==> config.mk <==
export PLATFORM = sky130hd
export DESIGN_NAME = mem_access_unit
export DESIGN_NICKNAME = d
export VERILOG_FILES = /design/src/rtl/mem_pkg.sv /design/src/rtl/load_align.sv /design/src/rtl/mem_access_unit.sv
export SDC_FILE = /design/constraint.sdc
export NUM_CORES = 1
export LEC_CHECK = 0
export BUFFER_PORTS_ARGS = -buffer_cell sky130_fd_sc_hd__buf_2
export CAP_MARGIN = 20
export CORE_ASPECT_RATIO = 2
export CORE_MARGIN = 4
export CORE_UTILIZATION = 49
export CTS_CLUSTER_DIAMETER = 150
export DETAILED_ROUTE_END_ITERATION = 7
export PLACE_DENSITY = 0.78
export REMOVE_ABC_BUFFERS = 1
export SLEW_MARGIN = 10
export SYNTH_ARGS = -nofsm -noshare
export SYNTH_HDL_FRONTEND = slang
export SYNTH_SLANG_ARGS = --single-unit
==> constraint.sdc <==
create_clock -name i_Clk_1 -period 2.15 [get_ports i_Clk_1]
set_input_delay 0.215 -clock i_Clk_1 [delete_from_list [all_inputs] [get_ports i_Clk_1]]
set_output_delay 0.215 -clock i_Clk_1 [all_outputs]
set_load 0.01 [all_outputs]
==> src/rtl/mem_pkg.sv <==
// Shared definitions for the memory access stage: control-field layout,
// access sizes, FSM encoding and the alignment rule.
package mem_pkg;

   localparam int MC_LOAD    = 4;
   localparam int MC_STORE   = 3;
   localparam int MC_SIZE_HI = 2;
   localparam int MC_SIZE_LO = 1;
   localparam int MC_UNS     = 0;

   localparam logic [1:0] SZ_B = 2'b00;
   localparam logic [1:0] SZ_H = 2'b01;
   localparam logic [1:0] SZ_W = 2'b10;

   typedef enum logic {
      ST_IDLE = 1'b0,
      ST_REQ  = 1'b1
   } state_e;

   // Size code 2'b11 is treated as a word access throughout the unit.
   function automatic logic is_misaligned(input logic [1:0] size, input logic [1:0] lo);
      logic mis;
      case (size)
         SZ_B:    mis = 1'b0;
         SZ_H:    mis = lo[0];
         default: mis = (lo != 2'b00);
      endcase
      return mis;
   endfunction

endpackage

==> src/rtl/load_align.sv <==
// Selects the addressed byte/half of a read word and sign- or zero-extends it.
module load_align
   import mem_pkg::*;
(
   input  logic [31:0] rdata_i,
   input  logic [1:0]  addr_lo_i,
   input  logic [1:0]  size_i,
   input  logic        unsigned_i,
   output logic [31:0] data_o
);

   logic [7:0]  byte_sel;
   logic [15:0] half_sel;

   always_comb begin
      byte_sel = 8'h00;
      case (addr_lo_i)
         2'd0: byte_sel = rdata_i[7:0];
         2'd1: byte_sel = rdata_i[15:8];
         2'd2: byte_sel = rdata_i[23:16];
         2'd3: byte_sel = rdata_i[31:24];
         default: byte_sel = 8'h00;
      endcase
      half_sel = addr_lo_i[1] ? rdata_i[31:16] : rdata_i[15:0];

      data_o = rdata_i;
      case (size_i)
         SZ_B:    data_o = {{24{~unsigned_i & byte_sel[7]}}, byte_sel};
         SZ_H:    data_o = {{16{~unsigned_i & half_sel[15]}}, half_sel};
         default: data_o = rdata_i;
      endcase
   end

endmodule

==> src/rtl/mem_access_unit.sv <==
// Memory stage: accepts ALU results, runs the data-memory req/ack handshake
// with a bus timeout, and produces one registered writeback per instruction.
module mem_access_unit
   import mem_pkg::*;
#(
   parameter int TIMEOUT_CYCLES = 16
) (
   input  logic        i_Clk_1,
   input  logic        i_RstN_1,
   input  logic        i_Valid_1,
   output logic        o_Ready_1,
   input  logic [31:0] i_ALUResult_32,
   input  logic [31:0] i_StoreData_32,
   input  logic [4:0]  i_MemControl_5,
   input  logic        i_RegWrite_1,
   output logic        o_DMemReq_1,
   output logic        o_DMemWe_1,
   output logic [31:0] o_DMemAddr_32,
   output logic [31:0] o_DMemWData_32,
   output logic [3:0]  o_DMemByteEn_4,
   input  logic        i_DMemAck_1,
   input  logic [31:0] i_DMemRData_32,
   output logic        o_WBValid_1,
   output logic        o_WBRegWrite_1,
   output logic [31:0] o_WBData_32,
   output logic        o_Misaligned_1,
   output logic        o_BusError_1
);

   localparam int CW = (TIMEOUT_CYCLES > 1) ? $clog2(TIMEOUT_CYCLES + 1) : 1;

   state_e         state_q, state_d;
   logic [CW-1:0]  cnt_q, cnt_d;
   logic           req_q, req_d;
   logic           we_q, we_d;
   logic [31:0]    addr_q, addr_d;
   logic [31:0]    wdata_q, wdata_d;
   logic [3:0]     be_q, be_d;
   logic [1:0]     lo_q, lo_d;
   logic [1:0]     size_q, size_d;
   logic           uns_q, uns_d;
   logic           wbv_q, wbv_d;
   logic           wbrw_q, wbrw_d;
   logic [31:0]    wbdata_q, wbdata_d;
   logic           mis_q, mis_d;
   logic           berr_q, berr_d;

   logic           mc_load, mc_store;
   logic [1:0]     size_in;
   logic [31:0]    load_val;
   logic           timeout_hit;

   assign mc_load  = i_MemControl_5[MC_LOAD];
   assign mc_store = i_MemControl_5[MC_STORE] & ~mc_load;
   assign size_in  = i_MemControl_5[MC_SIZE_HI:MC_SIZE_LO];

   assign timeout_hit = (TIMEOUT_CYCLES != 0) &&
                        (32'(cnt_q) == 32'(TIMEOUT_CYCLES - 1));

   load_align u_load_align (
      .rdata_i    (i_DMemRData_32),
      .addr_lo_i  (lo_q),
      .size_i     (size_q),
      .unsigned_i (uns_q),
      .data_o     (load_val)
   );

   always_comb begin
      state_d  = state_q;
      cnt_d    = cnt_q;
      req_d    = req_q;
      we_d     = we_q;
      addr_d   = addr_q;
      wdata_d  = wdata_q;
      be_d     = be_q;
      lo_d     = lo_q;
      size_d   = size_q;
      uns_d    = uns_q;
      wbv_d    = 1'b0;
      wbrw_d   = 1'b0;
      wbdata_d = 32'h0;
      mis_d    = 1'b0;
      berr_d   = 1'b0;

      case (state_q)
         ST_IDLE: begin
            if (i_Valid_1) begin
               if (!mc_load && !mc_store) begin
                  wbv_d    = 1'b1;
                  wbrw_d   = i_RegWrite_1;
                  wbdata_d = i_ALUResult_32;
               end else if (is_misaligned(size_in, i_ALUResult_32[1:0])) begin
                  mis_d = 1'b1;
               end else begin
                  state_d = ST_REQ;
                  cnt_d   = '0;
                  req_d   = 1'b1;
                  we_d    = mc_store;
                  addr_d  = {i_ALUResult_32[31:2], 2'b00};
                  lo_d    = i_ALUResult_32[1:0];
                  size_d  = size_in;
                  uns_d   = i_MemControl_5[MC_UNS];
                  if (mc_store) begin
                     case (size_in)
                        SZ_B: begin
                           wdata_d = {4{i_StoreData_32[7:0]}};
                           be_d    = 4'b0001 << i_ALUResult_32[1:0];
                        end
                        SZ_H: begin
                           wdata_d = {2{i_StoreData_32[15:0]}};
                           be_d    = i_ALUResult_32[1] ? 4'b1100 : 4'b0011;
                        end
                        default: begin
                           wdata_d = i_StoreData_32;
                           be_d    = 4'b1111;
                        end
                     endcase
                  end else begin
                     wdata_d = 32'h0;
                     be_d    = 4'b1111;
                  end
               end
            end
         end
         ST_REQ: begin
            if (i_DMemAck_1) begin
               state_d  = ST_IDLE;
               cnt_d    = '0;
               req_d    = 1'b0;
               wbv_d    = 1'b1;
               wbrw_d   = ~we_q;
               wbdata_d = we_q ? 32'h0 : load_val;
            end else if (timeout_hit) begin
               state_d = ST_IDLE;
               cnt_d   = '0;
               req_d   = 1'b0;
               berr_d  = 1'b1;
            end else begin
               cnt_d = cnt_q + CW'(1);
            end
         end
         default: begin
            state_d = ST_IDLE;
            req_d   = 1'b0;
            cnt_d   = '0;
         end
      endcase
   end

   always_ff @(posedge i_Clk_1 or negedge i_RstN_1) begin
      if (!i_RstN_1) begin
         state_q  <= ST_IDLE;
         cnt_q    <= '0;
         req_q    <= 1'b0;
         we_q     <= 1'b0;
         addr_q   <= 32'h0;
         wdata_q  <= 32'h0;
         be_q     <= 4'h0;
         lo_q     <= 2'b00;
         size_q   <= 2'b00;
         uns_q    <= 1'b0;
         wbv_q    <= 1'b0;
         wbrw_q   <= 1'b0;
         wbdata_q <= 32'h0;
         mis_q    <= 1'b0;
         berr_q   <= 1'b0;
      end else begin
         state_q  <= state_d;
         cnt_q    <= cnt_d;
         req_q    <= req_d;
         we_q     <= we_d;
         addr_q   <= addr_d;
         wdata_q  <= wdata_d;
         be_q     <= be_d;
         lo_q     <= lo_d;
         size_q   <= size_d;
         uns_q    <= uns_d;
         wbv_q    <= wbv_d;
         wbrw_q   <= wbrw_d;
         wbdata_q <= wbdata_d;
         mis_q    <= mis_d;
         berr_q   <= berr_d;
      end
   end

   assign o_Ready_1      = (state_q == ST_IDLE);
   assign o_DMemReq_1    = req_q;
   assign o_DMemWe_1     = we_q;
   assign o_DMemAddr_32  = addr_q;
   assign o_DMemWData_32 = wdata_q;
   assign o_DMemByteEn_4 = be_q;
   assign o_WBValid_1    = wbv_q;
   assign o_WBRegWrite_1 = wbrw_q;
   assign o_WBData_32    = wbdata_q;
   assign o_Misaligned_1 = mis_q;
   assign o_BusError_1   = berr_q;

endmodule

# Yosys cells after proc, flatten, opt, wreduce, memory -nomap -nowiden
# Cells that the tools add are included.
[classes]
add_sub_neg = 1
n_eq_ne = 10
shifts = 1
n_mux = 50
bitwise = 9
reduce_logical = 10
[ops]
columns = ["operator", "n"]
rows = [
  ["$pmux W32 S2", 3],
  ["$mux W32", 5],
  ["$pmux W8 S4", 1],
  ["$mux W1", 26],
  ["$mux W5", 5],
  ["$mux W16", 1],
  ["$pmux W1 S2", 5],
  ["$pmux W5 S2", 1],
  ["$mux W4", 2],
  ["$pmux W4 S2", 1],
  ["$reduce_and A4 Y1", 2],
  ["$eq A2 B1 Y1 const B", 3],
  ["$logic_not A2 Y1", 3],
  ["$ne A2 B2 Y1 const B", 3],
  ["$not A1 Y1", 6],
  ["$add A5 B1 Y5 const B", 1],
  ["$eq A5 B4 Y1 const B", 1],
  ["$eq A2 B2 Y1 const B", 2],
  ["$shl A1 B2 Y4 const A", 1],
  ["$and A1 B1 Y1", 3],
  ["$ne A3 B2 Y1 const B", 1],
  ["$reduce_and A3 Y1", 1],
  ["$logic_not A1 Y1", 2],
  ["$reduce_bool A2 Y1", 1],
  ["$logic_and A1 B1 Y1", 1],
]
[word_totals]
regBits = 115
in_bits = 106
out_inout_bits = 107
elab_cells = 96

# Longest topological paths before layout
# Gate-level depths: netlist (run 1).
[logic_depth]
word_depth = 11
ltp_mapped = 7
mapped_depth_nobuf = 5

# By module
# Synthesis (run 1) repeated with hierarchy kept, for this count alone.
[hier_totals]
hier_cells = 517
area_unflattened_um2 = 6100.9
[modules_own_cells]
columns = ["mod", "n_inst", "cells_per_inst", "area_each_um2"]
rows = [
  ["mem_access_unit", 1, 384, 5117.4],
  ["load_align", 1, 133, 983.4],
]

# Worst setup path after synthesis (run 1)
# OpenSTA, ideal clock, no wires.
[synth_timing]
kind = "register -> register"
startpoint = "register we_q, in the netlist o_DMemWe_1"
endpoint = "register wbdata_q[21], in the netlist o_WBData_32[21]"
setup_ns = 0.066
arrival_time_ns = 1.633
slack_ns = 0.451
stages_incl_launch_ff = 6
path_buffers = 1
cell_sequence = "dfrtp_1 -> nand3b_4 -> or3_4 -> a2111oi_4 -> buf_6 -> a221o_1"
[synth_between]
elab_chain_len = 3
[synth_lines]
columns = ["item", "line", "rtl"]
rows = [
  ["start, declared", "mem_access_unit.sv:35", "logic we_q, we_d;"],
  ["start signal, assigned", "mem_access_unit.sv:171", "we_q <= we_d;"],
  ["$mux W32", "mem_access_unit.sv:132", "wbdata_d = we_q ? 32'h0 : load_val;"],
  ["$mux W32", "mem_access_unit.sv:126", "if (i_DMemAck_1) begin"],
  ["$pmux W32 S2", "mem_access_unit.sv:85", "case (state_q)"],
  ["named net wbdata_d[21]", "mem_access_unit.sv:44", "logic [31:0] wbdata_q, wbdata_d;"],
  ["end signal, assigned", "mem_access_unit.sv:180", "wbdata_q <= wbdata_d;"],
  ["end, declared", "mem_access_unit.sv:44", ""],
]
# The timed path passes the listed nets, and every way through them passes these cells.
# A chain may end at the register's enable or synchronous reset.

# Worst setup path in the final report (run 1)
[layout_timing]
startpoint = "register lo_q[0]"
endpoint = "register wbdata_q[23], in the netlist o_WBData_32[23]"
[layout_between]
elab_chain_len = 7
word_cells_on_any_way = 10
[layout_lines]
columns = ["item", "line", "rtl"]
rows = [
  ["start, declared", "mem_access_unit.sv:39", "logic [1:0] lo_q, lo_d;"],
  ["start signal, assigned", "mem_access_unit.sv:175", "lo_q <= lo_d;"],
  ["$eq A2 B2 Y1 (tied with other cells)", "load_align.sv:17", "case (addr_lo_i)"],
  ["$pmux W8 S4 (*)", "load_align.sv:17", ""],
  ["$and A1 B1 Y1 (*)", "load_align.sv:28", "SZ_B: data_o = {{24{~unsigned_i & byte_sel[7]}}, byte_sel};"],
  ["$pmux W32 S2 (*)", "load_align.sv:27", "case (size_i)"],
  ["$mux W32 (*)", "mem_access_unit.sv:132", ""],
  ["$mux W32 (*)", "mem_access_unit.sv:126", ""],
  ["$pmux W32 S2 (*)", "mem_access_unit.sv:85", ""],
  ["named net wbdata_d[23]", "mem_access_unit.sv:44", ""],
]
# The timed path passes the listed nets; every way through them passes the cells marked *.

==> results of run 1 <==
==> per-stage QoR <==
stage | TNS [ns] | utilization | cells
after global routing | 0 | 0.681 | 839
after CTS | 0 | 0.680 | 836
after detailed placement | 0 | 0.620 | 803
final | 0 | 0.681 | 839
after global placement | 0 | 0.620 | 803
after floorplan | -74.20 | - | 439
==> layer usage <==
| metal | global-route usage | wire length, um |
|---|---|---|
| met1 | 0.262 | 5210 |
| met4 | 0.142 | 534 |
| met3 | 0.0816 | 1150 |
| met5 | 0 | 33 |
| met2 | 0.447 | 8460 |
==> power groups by stage <==
stage	Combinational (mW)	Sequential (mW)	Clock (mW)
2_1_floorplan	0.673	2.97	0
6_report	1.71	2.73	2.96
3_3_place_gp	1.66	2.73	0
5_1_grt	1.88	2.77	3.11
4_1_cts	1.72	2.73	2.99
3_5_place_dp	1.71	2.75	0
==> synth_stat cells (all sizes together) (2+ instances only) <==
cell type  number  share of area
dfrtp         115           0.55
nand2          64          0.046
o21ai          47          0.045
mux2           35          0.075
mux2i          30          0.057
a21oi          22          0.021
nor2           18          0.013
a221o          17          0.033
buf            16          0.018
clkbuf         16          0.011
nor2b          11          0.013
a22o            8          0.013
inv             8         0.0057
o221ai          8          0.013
nand2b          7         0.0083
a2bb2oi         5         0.0083
nor3            5         0.0048
or3             5         0.0069
nand3           4         0.0038
o22ai           4         0.0048
a32o            3         0.0057
a2111oi         2         0.0081
a21o            2         0.0031
mux4            2         0.0086
nand4           2         0.0024
o21a            2         0.0029
o21bai          2         0.0029
==> worst max-delay path, delay by kind of cell, from the launching register on <==
family,cells,cell delay [ns]
compound gates,3,1.23
flops,1,0.48
simple gates,1,0.22
==> cell families after synthesis <==
group	share of synthesized area
other	0.000713
AOI/OAI and AO/OA	0.165
adders and majority gates	0.00238
buffers and inverters	0.0352
and+or+nand+nor	0.109
DFF	0.547
muxes	0.141
==> area by class of cell <==
cell class                      instances  area [um^2]
Fill cell                             829         3340
Multi-Input combinational cell        316         2210
Tap cell                              137          171
Inverter                                8         30.0
Clock buffer                           22          464
Sequential cell                       115         2880
Timing Repair Buffer                  229         1230
Antenna cell                            2         5.00
Clock inverter                         10          155
==> sequential cells by signal, indices dropped and copies added, names as in the netlist <==
signal,count
o_WBRegWrite_1,1
cnt_q,5
o_Misaligned_1,1
lo_q,2
o_DMemByteEn_4,4
o_DMemReq_1,1
o_BusError_1,1
uns_q,1
o_WBData_32,32
state_q,1
size_q,2
o_DMemWe_1,1
o_DMemWData_32,32
o_WBValid_1,1
o_DMemAddr_32,30
==> timing repair <==
item / in CTS / in global routing
buffers inserted: 0 / 0
hold buffers: 1 / 0
resized for setup: 0 / 0
endpoints found under the setup margin: 0 / 3
hold endpoints to repair: 115 / 0
==> final timing paths <==
| path | startpoint | end | slack (ns) |
|---|---|---|---|
| min reg2reg | cnt_q[4] | o_BusError_1 | 0.48 |
| min | i_ALUResult_32[9] | o_WBData_32[9] | 0.01 |
| min in group asynchronous | i_RstN_1 | o_DMemWData_32[31] | 0.41 |
| max in group asynchronous | i_RstN_1 | state_q | 1.26 |
| max | lo_q[0] | o_WBData_32[23] | 0.14 |
| max reg2reg | lo_q[0] | o_WBData_32[23] | 0.14 |
==> qor.yml, run 1 <==
grt_pass1_vias: 4869
clk_latency_ns: 0.41
setup_ws_ns: 0.142
placed_area_um2: 6490
synth_cells: 470
clk_pin_slew_worst_paths_ns: 0.05
fmax_mhz: 498
hold_viol: 0
p_switching_mw: 2.10
timing.hold.ws_ns: 0.0124
postRouteAntennaNets: 0
netlist_area_um2: 5260
path_cells: "nor2b_1 -> a2111oi_2 -> a2111oi_4 -> a221o_1"
layout_common_cells: "buf_2 (209), dfrtp_1 (115), nand2_1 (64)"
synth-edff-count: 0
r2r_cells: 4
slew_violations: 0
clockBufferDepth: 2
rows: 53
yosysSeqAreaShare: 0.547
port_buffers: 210
internal_power_mw: 5.30
worstMarginPinSlew_ns: 1.01
fp.dieW_um: 81.2
power.total_mw: 7.39
end_kind: "register"
routedWlPerCell_um: 18.3
critPathRequiredTime_ns: 2.49
viasPerCell: 5.54
seqPwrFrac: 0.369
hp-class: "in2reg"
critical_path_class: "reg2reg"
core_um2: 10500
area.growth.synth_to_final_pct: 35.8
gr-total-overflow: 0
grt_max_degree: 116
final_common_cell: "buf_2"
dpl_worst_slack_ns: 0.120
start_util: 0.502
cts-root-buf: "clkbuf_16"
dp_hpwl_um: 11500
fin_skew_ns: 0.00634
cts_tree: "yes"
die_y_um: 154
arrival_ns: 2.35
gp_congestion: 0.860
leakage_nw: 3.68
cts_made_buffers: 17
clock-sinks: 115
h-tree-depth: 4
clockPowerShare: 0.400
netlist-cell-type-count: 45
start_kind: "register"
combPwrFrac: 0.232
drive_gt1_frac: 0.431
grt_pass1_wl_um: 24300
cpPeakStageDelay_ns: 0.92
antenna_found_initial: 4
p_per_area_nw_per_um2: 1040
drv_cap: 0
yosys_most_used_dff: "dfrtp_1"
rsz0062_at_grt: "no"
first_iter_violations: 196
yosysWarnings: 0
hold_depth: 3
synth-seq-cells: 115
num_vias: 4652
path_max_fanout: 16
finalWirelength_um: 15400
syn_area_per_cell_um2: 11.2
relSlewSlack: 0.330
outcome: "completed"
finalCritPeriodShare: 0.934
fin_area_um2: 7140
grtUsageTotal: 0.256
fin_nets: 794
drc_errors: 0
swShare: 0.284
drt_pass1_iterations: 4
async_flop_share: 1.00
setup_viol: 0
vdd_drop_max_mv: 0.679
fin_crit_ns: 2.01
dieArea_um2: 12600
ios: 213
critPathSlowestCell: "a2111oi_4"
(Power assumes the default switching activity.)
==> run 2, diff against run 1 <==
- ABC_AREA: unset -> 1
- PLACE_DENSITY: 0.78 -> 0.77
==> run 2 against run 1 <==
Compared with the run above:
- cell area grew 3.3%
- area after synthesis grew 5.6%
- hold slack gained 0.0046 ns
- synthesized cell count grew 57%
- critical path depth grew 3
- non-clock buffer count shrank 5
- critical endpoint is now o_WBData_32[17]
- fmax grew 12%
- clock-buffer cell count is the same
==> qor.yml, run 2 <==
viasPerCell: 5.01  # was 5.54
yosys-top-cells-area: "dfrtp_1 (52%), nand2_1 (24%), inv_1 (3.8%), nor2_1 (3.5%), o21ai_0 (3.3%)"  # was dfrtp_1 (55%), mux2_2 (7.5%), mux2i_1 (5.7%), nand2_1 (4.6%), o21ai_0 (4.5%)
fin_crit_ns: 1.79  # was 2.01 ns
clockBufferDepth: 2  # unchanged
hold_viol: 0  # unchanged
cpMostUsedCell: "nand2_1"
p_per_area_nw_per_um2: 1030  # was 1040 nW/um^2
finalWirelength_um: 16800  # was 15400 um
stdcell_count: 1101  # was 839
clk_latency_ns: 0.40  # was 0.41 ns
synthTopCellsByCount: "nand2_1 (350), dfrtp_1 (115), inv_1 (56)"  # was dfrtp_1 (115), nand2_1 (64), o21ai_0 (47)
start_util: 0.504  # was 0.502
critPathSlowestCell: "dfrtp_1"  # was a2111oi_4
arrival_ns: 2.08  # was 2.35 ns
first_iter_violations: 289  # was 196
async_flop_share: 1.00  # unchanged
clk_pin_slew_worst_paths_ns: 0.06  # was 0.05 ns
leakage_nw: 4.47  # was 3.68 nW
vdd_drop_max_mv: 0.641  # was 0.679 mV
postRouteAntennaNets: 0  # unchanged
placed_cells: 1068  # was 803
grt_max_degree: 103  # was 116
cts-root-buf: "clkbuf_16"  # unchanged
r2r_cells: 7  # was 4
slew_violations: 0  # unchanged
relSlewSlack: 0.607  # was 0.330
grtUsageTotal: 0.259  # was 0.256
area.growth.synth_to_final_pct: 32.8  # was 35.8%
netlist_area_um2: 5550  # was 5260 um^2
synth-seq-cells: 115  # unchanged
setup_ws_ns: 0.362  # was 0.142 ns
cts_made_buffers: 17  # unchanged
drc_errors: 0  # unchanged
gr-total-overflow: 0  # unchanged
end_kind: "register"  # unchanged
r2r_slack_ns: 0.36  # was 0.14 ns
routedWlPerCell_um: 15.2  # was 18.3 um
start_kind: "register"  # unchanged
critPathRequiredTime_ns: 2.44  # was 2.49 ns
synth_top_area_frac: 0.518  # was 0.547
yosysTopAreaCell: "dfrtp_1"  # unchanged
path_cells: "inv_1 -> nand2_1 -> nand2_1 -> nand3_1 -> nand3_4 -> nand2_1 -> nand2_1"  # was nor2b_1 -> a2111oi_2 -> a2111oi_4 -> a221o_1
fp.dieW_um: 83.3  # was 81.2 um
fin_skew_ns: 0.00769  # was 0.00634 ns
dp_hpwl_um: 12300  # was 11500 um
grt_pass1_vias: 5553  # was 4869
cts_resized: 0  # unchanged
syn_area_per_cell_um2: 7.53  # was 11.2 um^2
synth-edff-count: 0  # unchanged
r2r-start: "lo_q[1]"  # was lo_q[0]
rows: 54  # was 53
drv_cap: 0  # unchanged
cpPeakStageDelay_ns: 0.64  # was 0.92 ns
h-tree-depth: 4  # unchanged
outcome: "completed"  # unchanged
die_y_um: 159  # was 154 um
drt_pass1_iterations: 5  # was 4
synth_cells: 738  # was 470
fin_nets: 1055  # was 794
endpoint: "o_WBData_32[17]"  # was o_WBData_32[23]
rsz0062_at_grt: "no"  # unchanged
yosysWarnings: 0  # unchanged
core_um2: 11000  # was 10500 um^2
setup_viol: 0  # unchanged
critical_path_class: "reg2reg"  # unchanged
yosys_most_used_dff: "dfrtp_1"  # unchanged
yosysSeqAreaShare: 0.518  # was 0.547
ios: 213  # unchanged
dieArea_um2: 13200  # was 12600 um^2
drive_gt1_frac: 0.276  # was 0.431
dpl_worst_slack_ns: 0.409  # was 0.120 ns
num_vias: 5518  # was 4652
clock-sinks: 115  # unchanged
antenna_found_initial: 1  # was 4
power.total_mw: 7.60  # was 7.39 mW
netlist-cell-type-count: 34  # was 45
post_cts_buffers: 0  # unchanged
worstReg2RegEnd: "o_WBData_32[17]"  # was o_WBData_32[23]
hold_depth: 3  # unchanged
cp-startpoint: "lo_q[1]"  # was lo_q[0]
fmax_mhz: 559  # was 498 MHz
port_buffers: 210  # unchanged
finalCritPeriodShare: 0.832  # was 0.934
final_common_cell: "nand2_1"  # was buf_2
worstMarginPinSlew_ns: 0.589  # was 1.01 ns
gp_congestion: 0.913  # was 0.860
hp-class: "in2reg"  # unchanged
layout_common_cells: "nand2_1 (350), buf_2 (209), dfrtp_1 (115)"  # was buf_2 (209), dfrtp_1 (115), nand2_1 (64)
yosys.cell_count.top_type: "nand2_1"  # was dfrtp_1
path_max_fanout: 16  # unchanged
cts_tree: "yes"  # unchanged
grt_pass1_wl_um: 27000  # was 24300 um
n_fill_cell: 1008  # was 829
## run 2: cell types whose count changed in the layout (fill, tap and decap cells not counted), moves of 8 or more
cell,delta
o221ai_1,-8
nand2_1,+286
inv_1,+48
a22o_1,-8
nor2_1,+35
mux2_2,-35
nand3_1,+28
mux2i_1,-30
o21ai_0,-10
nor2b_1,-11
a221o_1,-16
## run 2: cell families after synthesis
logic type      share of synthesized area
compound gates                     0.0813
xor+xnor                          0.00158
fa+ha+maj                         0.00225
buf+inv                            0.0786
flops                               0.518
other cells                      0.000675
simple gates                        0.317
## run 2: cell type report
type	count	area (um^2)	area share
Antenna cell	1	2.50	0.000339
Clock buffer	22	484	0.0656
Clock inverter	9	175	0.0237
Inverter	61	231	0.0314
Multi-Input combinational cell	529	2240	0.304
Sequential cell	115	2880	0.390
Tap cell	140	175	0.0237
Timing Repair Buffer	224	1190	0.161
## run 2: critical path: cells and delay by family, from the launching register on
kind / cells / cell delay [ns]
and+or+nand+nor: 6 / 0.72
DFF: 1 / 0.64
buffers and inverters: 1 / 0.30
## run 2: how the worst min path moves through the flow
stage	to	startpoint
floorplan	cnt_q[0]	i_RstN_1
global placement	o_DMemWData_32[17]	i_RstN_1
detailed placement	o_DMemWData_32[17]	i_RstN_1
CTS	o_DMemWData_32[2]	i_StoreData_32[2]
global route	o_DMemAddr_32[31]	i_ALUResult_32[31]
finish	o_DMemWData_32[2]	i_StoreData_32[2]
## run 2: metal layers
layer | track usage | vias to the layer above | share of wire | wire length (um)
li1 | - | 2703 | - | -
met1 | 0.280 | 2557 | 0.37 | 6140
met2 | 0.474 | 218 | 0.53 | 8950
met3 | 0.0658 | 40 | 0.062 | 1040
met4 | 0.118 | 0 | 0.037 | 624
met5 | 0 | - | 0 | 0
## run 2: repair_timing
action                                 CTS  global route
endpoints found under the hold margin   13             0
hold buffers                             1             0
setup endpoints to repair                0             0
## run 2: report_power, final
part	internal, mW	switching [mW]	total [mW]
clock	2.17	0.992	3.16
sequential	2.51	0.212	2.73
combinational	0.637	1.08	1.71
total	5.32	2.28	7.60
## run 2: through the flow
step                      hold slack (ns)  utilization  instance area (um^2)  setup TNS (ns)
after global placement             0.0773        0.609                  6700               0
after CTS                         0.00644        0.670                  7370               0
after floorplan                   -0.0806            -                  5350         -0.0477
after global routing               0.0193        0.670                  7380               0
after detailed placement           0.0855        0.609                  6700               0
final                              0.0170        0.670                  7380               0
